`src/rtl/pe_tile_sequencer_if.sv`:
```
// Handshake and SRAM/PE-array bus between the tile sequencer and its neighbours.
// master = sequencer side, slave = the SRAMs, PE array and result writer.
interface pe_tile_sequencer_if #(
    parameter int W_ADDR_WIDTH = 10,
    parameter int V_ADDR_WIDTH = 10,
    parameter int TILE_WIDTH   = 4
);
    logic                    start;
    logic                    busy;
    logic                    done;
    logic                    sram_ren_w;
    logic [W_ADDR_WIDTH-1:0] sram_raddr_w;
    logic                    sram_ren_v;
    logic [V_ADDR_WIDTH-1:0] sram_raddr_v;
    logic                    alu_start;
    logic [8:0]              cycle_num;
    logic                    pe_srstn;
    logic                    result_valid;
    logic [TILE_WIDTH-1:0]   result_tile;
    logic                    result_ready;

    modport master (
        input  start,
        input  result_ready,
        output busy,
        output done,
        output sram_ren_w,
        output sram_raddr_w,
        output sram_ren_v,
        output sram_raddr_v,
        output alu_start,
        output cycle_num,
        output pe_srstn,
        output result_valid,
        output result_tile
    );

    modport slave (
        output start,
        output result_ready,
        input  busy,
        input  done,
        input  sram_ren_w,
        input  sram_raddr_w,
        input  sram_ren_v,
        input  sram_raddr_v,
        input  alu_start,
        input  cycle_num,
        input  pe_srstn,
        input  result_valid,
        input  result_tile
    );
endinterface

```
`src/rtl/pe_tile_sequencer.sv`:
```
// Tile sequencer in front of the PE vector-matrix array: per tile it clears the
// accumulators, streams K weight/vector read pairs, lines alu_start/cycle_num up
// with the SRAM read data and holds the finished tile until the writer takes it.
//
// state  | meaning
// -------+-------------------------------------------------------------
// IDLE   | waiting for start; PE array out of reset
// CLEAR  | one cycle of PE accumulator clear (pe_srstn low)
// FETCH  | K read pairs, k = 0..K-1
// DRAIN  | reads stopped; last beats travel through SRAM and the PE
// WRITE  | result_valid held with result_tile until result_ready
// DONE   | one-cycle done pulse, then back to IDLE
module pe_tile_sequencer #(
    parameter int ARRAY_SIZE    = 16,
    parameter int K_ACCUM_DEPTH = 32,
    parameter int NUM_TILES     = 4,
    parameter int SRAM_LATENCY  = 1,
    parameter int W_ADDR_WIDTH  = 10,
    parameter int V_ADDR_WIDTH  = 10,
    parameter int TILE_WIDTH    = 4
) (
    input logic                 clk,
    input logic                 srstn,
    pe_tile_sequencer_if.master bus
);

    localparam logic [2:0] S_IDLE  = 3'd0;
    localparam logic [2:0] S_CLEAR = 3'd1;
    localparam logic [2:0] S_FETCH = 3'd2;
    localparam logic [2:0] S_DRAIN = 3'd3;
    localparam logic [2:0] S_WRITE = 3'd4;
    localparam logic [2:0] S_DONE  = 3'd5;

    // DRAIN covers the SRAM read latency plus two cycles so the PE array has
    // registered the final accumulate beat before result_valid is raised.
    localparam int DRAIN_CYCLES = SRAM_LATENCY + 2;
    localparam int DRAIN_W      = $clog2(DRAIN_CYCLES);

    localparam logic [8:0]            K_LAST     = 9'(K_ACCUM_DEPTH - 1);
    localparam logic [TILE_WIDTH-1:0] TILE_LAST  = TILE_WIDTH'(NUM_TILES - 1);
    localparam logic [DRAIN_W-1:0]    DRAIN_LOAD = DRAIN_W'(DRAIN_CYCLES - 1);

    if (ARRAY_SIZE < 1 || K_ACCUM_DEPTH < 2 || K_ACCUM_DEPTH > 512 ||
        NUM_TILES < 1 || NUM_TILES > (1 << TILE_WIDTH) || SRAM_LATENCY < 1) begin : g_param_check
        $error("pe_tile_sequencer: parameter out of range");
    end

    logic [2:0]              state_q, state_d;
    logic [8:0]              k_q, k_d;
    logic [TILE_WIDTH-1:0]   tile_q, tile_d;
    logic [DRAIN_W-1:0]      drain_q, drain_d;

    logic                    busy_q, busy_d;
    logic                    done_q, done_d;
    logic                    pe_srstn_q, pe_srstn_d;
    logic                    ren_q, ren_d;
    logic [W_ADDR_WIDTH-1:0] raddr_w_q, raddr_w_d;
    logic [V_ADDR_WIDTH-1:0] raddr_v_q, raddr_v_d;
    logic                    result_valid_q, result_valid_d;
    logic [TILE_WIDTH-1:0]   result_tile_q, result_tile_d;

    // Alignment pipe: stage 0 sees the read issued this cycle, the last
    // stage lines up with the returning rdata and drives the PE directly.
    logic [SRAM_LATENCY-1:0]       pipe_ren_q, pipe_ren_d;
    logic [SRAM_LATENCY-1:0][8:0]  pipe_k_q, pipe_k_d;

    // Sequencing: state transitions, accumulation index, tile index, drain timer.
    always_comb begin
        state_d = state_q;
        k_d     = k_q;
        tile_d  = tile_q;
        drain_d = drain_q;
        case (state_q)
            S_IDLE: begin
                if (bus.start) begin
                    state_d = S_CLEAR;
                    tile_d  = '0;
                end
            end
            S_CLEAR: begin
                state_d = S_FETCH;
                k_d     = '0;
            end
            S_FETCH: begin
                if (k_q == K_LAST) begin
                    state_d = S_DRAIN;
                    k_d     = '0;
                    drain_d = DRAIN_LOAD;
                end else begin
                    k_d = k_q + 9'd1;
                end
            end
            S_DRAIN: begin
                if (drain_q == '0) begin
                    state_d = S_WRITE;
                end else begin
                    drain_d = drain_q - DRAIN_W'(1);
                end
            end
            S_WRITE: begin
                if (bus.result_ready) begin
                    if (tile_q == TILE_LAST) begin
                        state_d = S_DONE;
                    end else begin
                        state_d = S_CLEAR;
                        tile_d  = tile_q + TILE_WIDTH'(1);
                    end
                end
            end
            S_DONE: begin
                state_d = S_IDLE;
            end
            default: begin
                state_d = S_IDLE;
            end
        endcase
    end

    // Outputs are decoded from the next state so the registered value shows
    // up in exactly the cycles the FSM sits in that state.
    always_comb begin
        busy_d         = (state_d != S_IDLE);
        done_d         = (state_d == S_DONE);
        pe_srstn_d     = (state_d != S_CLEAR);
        ren_d          = (state_d == S_FETCH);
        raddr_w_d      = '0;
        raddr_v_d      = '0;
        result_valid_d = (state_d == S_WRITE);
        result_tile_d  = '0;
        if (ren_d) begin
            // Width-limited arithmetic gives the modulo-2^width address wrap.
            raddr_w_d = W_ADDR_WIDTH'(tile_d) * W_ADDR_WIDTH'(K_ACCUM_DEPTH) + W_ADDR_WIDTH'(k_d);
            raddr_v_d = V_ADDR_WIDTH'(k_d);
        end
        if (result_valid_d) begin
            result_tile_d = tile_d;
        end
    end

    // Shift the issued {ren, k} along; k is zeroed when no read was issued so
    // cycle_num idles at 0.
    always_comb begin
        pipe_ren_d    = '0;
        pipe_k_d      = '0;
        pipe_ren_d[0] = ren_q;
        pipe_k_d[0]   = ren_q ? k_q : 9'd0;
        for (int i = 1; i < SRAM_LATENCY; i++) begin
            pipe_ren_d[i] = pipe_ren_q[i-1];
            pipe_k_d[i]   = pipe_k_q[i-1];
        end
    end

    // State and output registers with synchronous active-low reset.
    always_ff @(posedge clk) begin
        if (!srstn) begin
            state_q        <= S_IDLE;
            k_q            <= '0;
            tile_q         <= '0;
            drain_q        <= '0;
            busy_q         <= 1'b0;
            done_q         <= 1'b0;
            pe_srstn_q     <= 1'b0;
            ren_q          <= 1'b0;
            raddr_w_q      <= '0;
            raddr_v_q      <= '0;
            result_valid_q <= 1'b0;
            result_tile_q  <= '0;
            pipe_ren_q     <= '0;
            pipe_k_q       <= '0;
        end else begin
            state_q        <= state_d;
            k_q            <= k_d;
            tile_q         <= tile_d;
            drain_q        <= drain_d;
            busy_q         <= busy_d;
            done_q         <= done_d;
            pe_srstn_q     <= pe_srstn_d;
            ren_q          <= ren_d;
            raddr_w_q      <= raddr_w_d;
            raddr_v_q      <= raddr_v_d;
            result_valid_q <= result_valid_d;
            result_tile_q  <= result_tile_d;
            pipe_ren_q     <= pipe_ren_d;
            pipe_k_q       <= pipe_k_d;
        end
    end

    assign bus.busy         = busy_q;
    assign bus.done         = done_q;
    assign bus.pe_srstn     = pe_srstn_q;
    assign bus.sram_ren_w   = ren_q;
    assign bus.sram_ren_v   = ren_q;
    assign bus.sram_raddr_w = raddr_w_q;
    assign bus.sram_raddr_v = raddr_v_q;
    assign bus.alu_start    = pipe_ren_q[SRAM_LATENCY-1];
    assign bus.cycle_num    = pipe_k_q[SRAM_LATENCY-1];
    assign bus.result_valid = result_valid_q;
    assign bus.result_tile  = result_tile_q;

endmodule

```
`src/flat_wrapper.sv`:
```
// flat-port wrapper written by rule: the top's interface ports become plain ports
module pe_tile_sequencer_flat 
#(
    parameter int ARRAY_SIZE    = 16,
    parameter int K_ACCUM_DEPTH = 32,
    parameter int NUM_TILES     = 4,
    parameter int SRAM_LATENCY  = 1,
    parameter int W_ADDR_WIDTH  = 10,
    parameter int V_ADDR_WIDTH  = 10,
    parameter int TILE_WIDTH    = 4
)
  (clk, srstn, bus_start, bus_result_ready, bus_busy, bus_done, bus_sram_ren_w, bus_sram_raddr_w, bus_sram_ren_v, bus_sram_raddr_v, bus_alu_start, bus_cycle_num, bus_pe_srstn, bus_result_valid, bus_result_tile);
  pe_tile_sequencer_if #(.W_ADDR_WIDTH(W_ADDR_WIDTH), .V_ADDR_WIDTH(V_ADDR_WIDTH), .TILE_WIDTH(TILE_WIDTH)) bus_i ();
  input logic clk;
  input logic srstn;
  input wire logic [$bits(bus_i.start)-1:0] bus_start;
  input wire logic [$bits(bus_i.result_ready)-1:0] bus_result_ready;
  output wire logic [$bits(bus_i.busy)-1:0] bus_busy;
  output wire logic [$bits(bus_i.done)-1:0] bus_done;
  output wire logic [$bits(bus_i.sram_ren_w)-1:0] bus_sram_ren_w;
  output wire logic [$bits(bus_i.sram_raddr_w)-1:0] bus_sram_raddr_w;
  output wire logic [$bits(bus_i.sram_ren_v)-1:0] bus_sram_ren_v;
  output wire logic [$bits(bus_i.sram_raddr_v)-1:0] bus_sram_raddr_v;
  output wire logic [$bits(bus_i.alu_start)-1:0] bus_alu_start;
  output wire logic [$bits(bus_i.cycle_num)-1:0] bus_cycle_num;
  output wire logic [$bits(bus_i.pe_srstn)-1:0] bus_pe_srstn;
  output wire logic [$bits(bus_i.result_valid)-1:0] bus_result_valid;
  output wire logic [$bits(bus_i.result_tile)-1:0] bus_result_tile;
  assign bus_i.start = bus_start;
  assign bus_i.result_ready = bus_result_ready;
  assign bus_busy = bus_i.busy;
  assign bus_done = bus_i.done;
  assign bus_sram_ren_w = bus_i.sram_ren_w;
  assign bus_sram_raddr_w = bus_i.sram_raddr_w;
  assign bus_sram_ren_v = bus_i.sram_ren_v;
  assign bus_sram_raddr_v = bus_i.sram_raddr_v;
  assign bus_alu_start = bus_i.alu_start;
  assign bus_cycle_num = bus_i.cycle_num;
  assign bus_pe_srstn = bus_i.pe_srstn;
  assign bus_result_valid = bus_i.result_valid;
  assign bus_result_tile = bus_i.result_tile;
  pe_tile_sequencer #(.ARRAY_SIZE(ARRAY_SIZE), .K_ACCUM_DEPTH(K_ACCUM_DEPTH), .NUM_TILES(NUM_TILES), .SRAM_LATENCY(SRAM_LATENCY), .W_ADDR_WIDTH(W_ADDR_WIDTH), .V_ADDR_WIDTH(V_ADDR_WIDTH), .TILE_WIDTH(TILE_WIDTH)) u_core (.clk(clk), .srstn(srstn), .bus(bus_i));
endmodule
```
`config.mk`:
```
export PLATFORM = sky130hd
export DESIGN_NAME = pe_tile_sequencer_flat
export DESIGN_NICKNAME = d
export VERILOG_FILES = /design/src/rtl/pe_tile_sequencer_if.sv /design/src/rtl/pe_tile_sequencer.sv /design/src/flat_wrapper.sv
export SDC_FILE = /design/constraint.sdc
export NUM_CORES = 1
export LEC_CHECK = 0
export BUFFER_PORTS_ARGS = -buffer_cell sky130_fd_sc_hd__buf_2
export CAP_MARGIN = 10
export CORE_ASPECT_RATIO = 0.7
export CORE_UTILIZATION = 42
export CTS_CLUSTER_DIAMETER = 30
export DETAILED_ROUTE_END_ITERATION = 8
export GPL_ROUTABILITY_DRIVEN = 0
export GPL_TIMING_DRIVEN = 0
export PLACE_DENSITY = 0.66
export SYNTH_ARGS = -nofsm -noshare
export SYNTH_HDL_FRONTEND = slang
export SYNTH_SLANG_ARGS = --single-unit
```
`constraint.sdc`:
```
create_clock -name clk -period 2.3 [get_ports clk]
set_input_delay 0.115 -clock clk [delete_from_list [all_inputs] [get_ports clk]]
set_output_delay 0.115 -clock clk [all_outputs]
set_load 0.05 [all_outputs]
```
Word level (Yosys, flattened, before mapping)
Cells that the tools add are included.
{ "totals": {"output_inout_bits": 40, "wordCells": 54, "regBits": 57, "input_bits": 4} }
{ "classes": {"muxes": 15, "reduce_logical": 8, "eq_ne": 12, "n_addsub": 4} }
{ "op_table": {"columns": ["operator", "count"], "rows": [
  ["$pmux 9 s2", 1],
  ["$mux 3", 5],
  ["$pmux 3 s5", 1],
  ["$mux 4", 3],
  ["$add 9x9->10", 1],
  ["$add 9x1->9 const B", 1],
  ["$eq 3x2->1 const B", 3],
  ["$eq 3x3->1 const B", 3],
  ["$eq 9x5->1 const B", 1],
  ["$mux 9", 1],
  ["$pmux 4 s2", 1],
  ["$reduce_and 2->1", 3],
  ["$add 4x1->4 const B", 1],
  ["$eq 4x2->1 const B", 1],
  ["$mux 2", 2],
  ["$pmux 2 s2", 1],
  ["$eq 3x1->1 const B", 1],
  ["$logic_not 3->1", 1],
  ["$ne 3x1->1 const B", 1],
  ["$reduce_and 3->1", 1],
  ["$reduce_bool 3->1", 1],
  ["$logic_not 2->1", 1],
  ["$ne 2x1->1 const B", 1],
  ["$ne 2x2->1 const B", 1],
  ["2 further kinds", 2]
]} }

Longest topological paths before layout
{ "logic_depth": {"depth_word": 6, "mapped_depth": 11, "mapped_depth_nobuf": 11} }

Worst setup path after synthesis
OpenSTA, ideal clock, no wires.
{ "synth_timing": {"path_kind": "register to register", "from": "reg u_core.tile_q[0]", "to": "reg u_core.raddr_w_q[9] (netlist: u_core.bus.sram_raddr_w[9])", "arrival_ns": 2.388, "t_required_ns": 2.230, "path_stages_with_launch": 12, "setup_ns": 0.070, "n_path_buf": 0, "path_slack_ns": -0.158, "synth_period_minus_slack_ns": 2.458, "path_cell_list": "dfxtp_1 > ha_1 > or3b_1 > a21bo_2 > a21o_1 > nand2_1 > ha_1 > inv_1 > fa_1 > nor2b_1 > o21ai_0 > a21oi_1"} }
{ "synth_via": {"elab_cells_between_ends": 12, "classes_between": "2 x add/sub; 2 x eq/ne; 7 x mux; 1 x reduce/logical"} }
{ "synth_rtl": {"columns": ["item", "line_no", "text"], "rows": [
  ["start: declaration", "pe_tile_sequencer.sv:50", "logic [TILE_WIDTH-1:0] tile_q, tile_d;"],
  ["start signal: assignment", "pe_tile_sequencer.sv:173", "tile_q <= tile_d;"],
  ["$add 4x1->4 or $eq 4x2->1 (tied branches)", "pe_tile_sequencer.sv:106, pe_tile_sequencer.sv:102", null],
  ["$mux 4", "pe_tile_sequencer.sv:102", "if (tile_q == TILE_LAST) begin"],
  ["$mux 4", "pe_tile_sequencer.sv:101", "if (bus.result_ready) begin"],
  ["$pmux 4 s2 (*)", "pe_tile_sequencer.sv:73", "case (state_q)"],
  ["net u_core.tile_d[0]", "pe_tile_sequencer.sv:50", null],
  ["$add 9x9->10 (*)", "pe_tile_sequencer.sv:132", "raddr_w_d = W_ADDR_WIDTH'(tile_d) * W_ADDR_WIDTH'(K_ACCUM_DEPTH) + W_ADDR_WIDTH'(k_d);"],
  ["end signal: assignment", "pe_tile_sequencer.sv:179", "raddr_w_q <= raddr_w_d;"],
  ["end: declaration", "pe_tile_sequencer.sv:57", "logic [W_ADDR_WIDTH-1:0] raddr_w_q, raddr_w_d;"]
]} }
Mark *: on every way through the listed nets, which the timed path passes. The rest lies on a longest branch.
A chain may end at the register's enable or synchronous reset.

Final worst setup path
{ "layout_timing": {"from": "reg u_core.tile_q[0]", "to": "reg u_core.raddr_w_q[7] (netlist: u_core.bus.sram_raddr_w[7])"} }
The elaborated chain is that of the path after synthesis.

==> summary.md <==
| Metric | Value |
|---|---|
| Die H | `approximately 62 um` |
| Syn nets | `240` |
| Hold WS | `between 0.1 and 0.15 ns` |
| DR WL/cell | `about 14 um` |
| Initial Util | `44.6%` |
| Largest net degree at the start of global routing | `16` |
| Worst slew pin tran | `between 0.7 and 0.8 ns` |
| Ys Warns | `0` |
| Final wirelength | `about 4800 um` |
| Remaining Overflow, GRT | `0` |
| CP Launch Type | `flip-flop` |
| Max H-tree Level | `2` |
| PnR worst setup slack | `-0.0187 ns` |
| CP endpoint kind | `flip-flop` |
| # setup viols final | `2` |
| Dpl cells | `about 340` |
| Gr usage total | `a little under a fifth` |
| Clk_lat worst skew | `about 0.30 ns` |
| CTS Sinks | `51` |
| Clock skew | `roughly 0.0056 ns` |
| Total chip power | `between 1.5 and 2 mW` |
| HPWL after DPL | `~3200 um` |
| Crit path kind | `reg -> reg` |
| WP data required | `2.50 ns` |
| Internal Power | `~1.2 mW` |
| # DRC | `0` |
| CP Cell Sequence | `ha_4, or3b_4, a21bo_2, a21o_1, nand2_1, ha_2, inv_2, fa_2, nor2b_4, buf_6, nor3_4` |
| Post-synth ARST share | `0%` |
| Commonest non-fill, non-tap cells in the layout | `46 x dfxtp_1, 41 x buf_2, 27 x nor2_1` |
| Slew Limit Fails | `0` |
| CTS root buf | `clkbuf_8` |
| Lkg Pwr | `1.20 nW` |
| Synthesized area | `about 0.0022 mm^2` |
| Core ar. | `a little under 0.005 mm^2` |
| Vias in the first global route | `roughly 1600` |
| DRC violation total after the first TritonRoute iteration | `about 140` |
| DR vias | `1783` |
| Longest Clk Path Bufs | `2` |
| Fin crit share | `101%` |
| Dominant synthesized flop cell | `dfxtp_1` |
| Failing checks | `negative setup slack` |
| Hold Vio Cnt, Final | `0` |
| Synthesis-to-layout area growth | `27.0%` |
| Sequential fraction of design power | `55.5%` |
| Post-CTS Hold Fix Bufs | `0` |
| Multi-input gate area | `between 0.001 and 0.0015 mm^2` |
| Synthesized area per cell | `between 9 and 10 um^2` |
| FILL cells | `roughly 460` |
| Flip-flop and latch area | `0.00103 mm^2` |
| # nets final | `just under 300` |
| Max Freq | `431 MHz` |
| Commonest non-fill, non-tap cell in the layout | `dfxtp_1` |
| Yosys cell types | `55` |
| Slew headroom | `approximately half` |
| Sw Ratio | `between 20 and 30%` |
| Clock power frac | `between 30% and 40%` |
| Clock transition at path regs | `0.09 ns` |
| Setup TNS | `-0.0327 ns` |
| Worst-path cell with the longest stage delay | `or3b_4` |
| Die Area | `0.00546 mm^2` |
| IO Port Bufs | `40` |
| Status | `finished, violations left` |
| Final critical-path required period | `2.32 ns` |
| VDD IR max | `330 uV` |
| First-pass GRT wire length | `7760 um` |
| Share of layout cells above drive strength 1 | `a little over a third` |
| Reg-to-reg slack, setup | `-0.02 ns` |
| Worst EP arrival | `~2.5 ns` |
| Finished Layout Cells | `~360` |
| Antenna-violating nets left | `0` |
| Synth Register Bits | `approximately 50` |
| Max incr delay on CP | `about 0.4 ns` |
| Power per cell area | `around 600 mW/mm^2` |
| Boundary Pins | `44` |
| Sw Pwr | `roughly 0.41 mW` |
| Post-synth EDFFs | `0` |
| Synth Instances | `around 230` |
| Antenna Cells | `0` |
| Placement row count | `21` |
| Die W | `around 90 um` |
| DRT Pass-1 Iters | `4` |
| Max_cap viols | `0` |
| Initial antenna violation count | `0` |
| RSZ-0062 raised after global routing | `yes` |
| HP Class | `in -> reg` |
| Gate power share | `between 10% and 20%` |
| Num CTS Buffers | `5` |
| Vias per cell | `5.02` |
| CP Max Fanout | `4` |
| Seq/Total Area, Yosys | `between 40% and 50%` |
| CTS tree | `yes` |
| Post-layout util | `between 50% and 60%` |
[stage by stage]
| stage | setup WS, ns | instance area [um^2] |
|---|---|---|
| 5_1_grt | -0.124 | 2750 |
| 3_5_place_dp | -0.245 | 2470 |
| 3_3_place_gp | -0.243 | 2470 |
| 6_report | -0.0187 | 2750 |
| 2_1_floorplan | 0.00169 | 2180 |
| 4_1_cts | -0.0247 | 2690 |
[cell families (layout without fill, tap and decap cells)]
kind of cell / count (synthesis) / in the layout / synth area share (%)
other: 1 / 1 / 0.173
DFF: 51 / 51 / 47.1
and+or+nand+nor: 95 / 95 / 25.3
xor gates and xnor gates: 8 / 8 / 3.23
AOI/OAI and AO/OA: 36 / 36 / 11.0
muxes: 3 / 3 / 1.44
adders and majority gates: 8 / 8 / 4.97
buffers and inverters: 26 / 84 / 6.70
[path summary, 6_finish.rpt]
path | start | endpoint | depth (start not counted)
worst max-delay path | u_core.tile_q[0]$_SDFF_PN0_ | u_core.bus.sram_raddr_w[7]$_SDFF_PN0_ | 11
worst min-delay path | srstn | u_core.bus.cycle_num[6]$_SDFF_PN0_ | 2
worst max register to register | u_core.tile_q[0]$_SDFF_PN0_ | u_core.bus.sram_raddr_w[7]$_SDFF_PN0_ | 11
worst min register to register | u_core.drain_q[0]$_SDFFE_PN0P_ | u_core.drain_q[0]$_SDFFE_PN0P_ | 2
[state kept, by name (all words and copies together), names as in the netlist]
| signal | count |
|---|---|
| u_core.bus.sram_raddr_v | 9 |
| u_core.bus.pe_srstn | 1 |
| u_core.tile_q | 4 |
| u_core.bus.result_valid | 1 |
| u_core.bus.sram_raddr_w | 5 |
| u_core.bus.sram_ren_v | 1 |
| u_core.drain_q | 2 |
| u_core.k_q | 9 |
| u_core.bus.alu_start | 1 |
| u_core.bus.busy | 1 |
| u_core.bus.done | 1 |
| u_core.state_q | 3 |
| u_core.bus.cycle_num | 9 |
| u_core.bus.result_tile | 4 |
[power groups by stage]
stage	clock network (mW)	registers (mW)	logic (mW)
after floorplan	0	0.952	0.0979
after global placement	0	0.928	0.157
after detailed placement	0	0.928	0.158
after CTS	0.569	0.908	0.163
after global routing	0.611	0.912	0.187
final	0.554	0.910	0.176
[timing repair]
| item | in CTS | in global routing |
|---|---|---|
| buffers inserted | 8 | 2 |
| setup endpoints to repair | 4 | 4 |
| gates resized for setup | 14 | 15 |
| pin swaps | 9 | 11 |
[critical path: cells and delay by family, from the launching register on]
kind / cells / cell delay (ns)
adder cells (fa/ha/maj): 3 / 0.67
AND/OR/NAND/NOR: 4 / 0.65
AO/OA/AOI/OAI: 2 / 0.39
flip-flops: 1 / 0.36
buffers and inverters: 2 / 0.15
[layer usage]
metal,vias up,routed length [um],GRT usage (%)
met5,-,0,0
met4,0,44,5.53
met3,7,297,4.52
met2,60,1990,25.9
met1,824,2500,28.8
li1,892,-,-
[Yosys cell counts (2+ instances only)]
master / number / area share, %
nand4_1: 3 / 0.87
nand2_1: 10 / 1.7
nor2_1: 28 / 4.8
buf_2: 2 / 0.46
ha_1: 7 / 4.0
a31oi_1: 3 / 0.87
o2bb2ai_1: 2 / 0.81
a211oi_1: 4 / 1.4
o21ai_0: 6 / 1.4
xnor2_1: 7 / 2.8
buf_6: 2 / 1.0
o21ai_1: 2 / 0.46
inv_1: 10 / 1.7
mux2i_1: 2 / 0.92
and3_1: 10 / 2.9
a21boi_0: 2 / 0.69
nor3_1: 8 / 1.8
buf_4: 8 / 2.8
a21o_1: 2 / 0.69
nand3_1: 4 / 0.92
nor2b_1: 5 / 1.4
nor3b_1: 5 / 1.7
clkbuf_1: 2 / 0.35
and2_1: 5 / 1.4
a21oi_1: 9 / 2.1
dfxtp_1: 51 / 47
[layout make-up]
class | instances | share of cell area, %
buffer | 15 | 4.00
clock buffer | 7 | 3.50
clock inverter | 1 | 0.273
inverter | 11 | 1.50
multi-input combinational | 151 | 40.1
sequential | 51 | 37.3
tap | 69 | 3.14
timing repair buffer | 50 | 10.1
(Power assumes the default switching activity.)
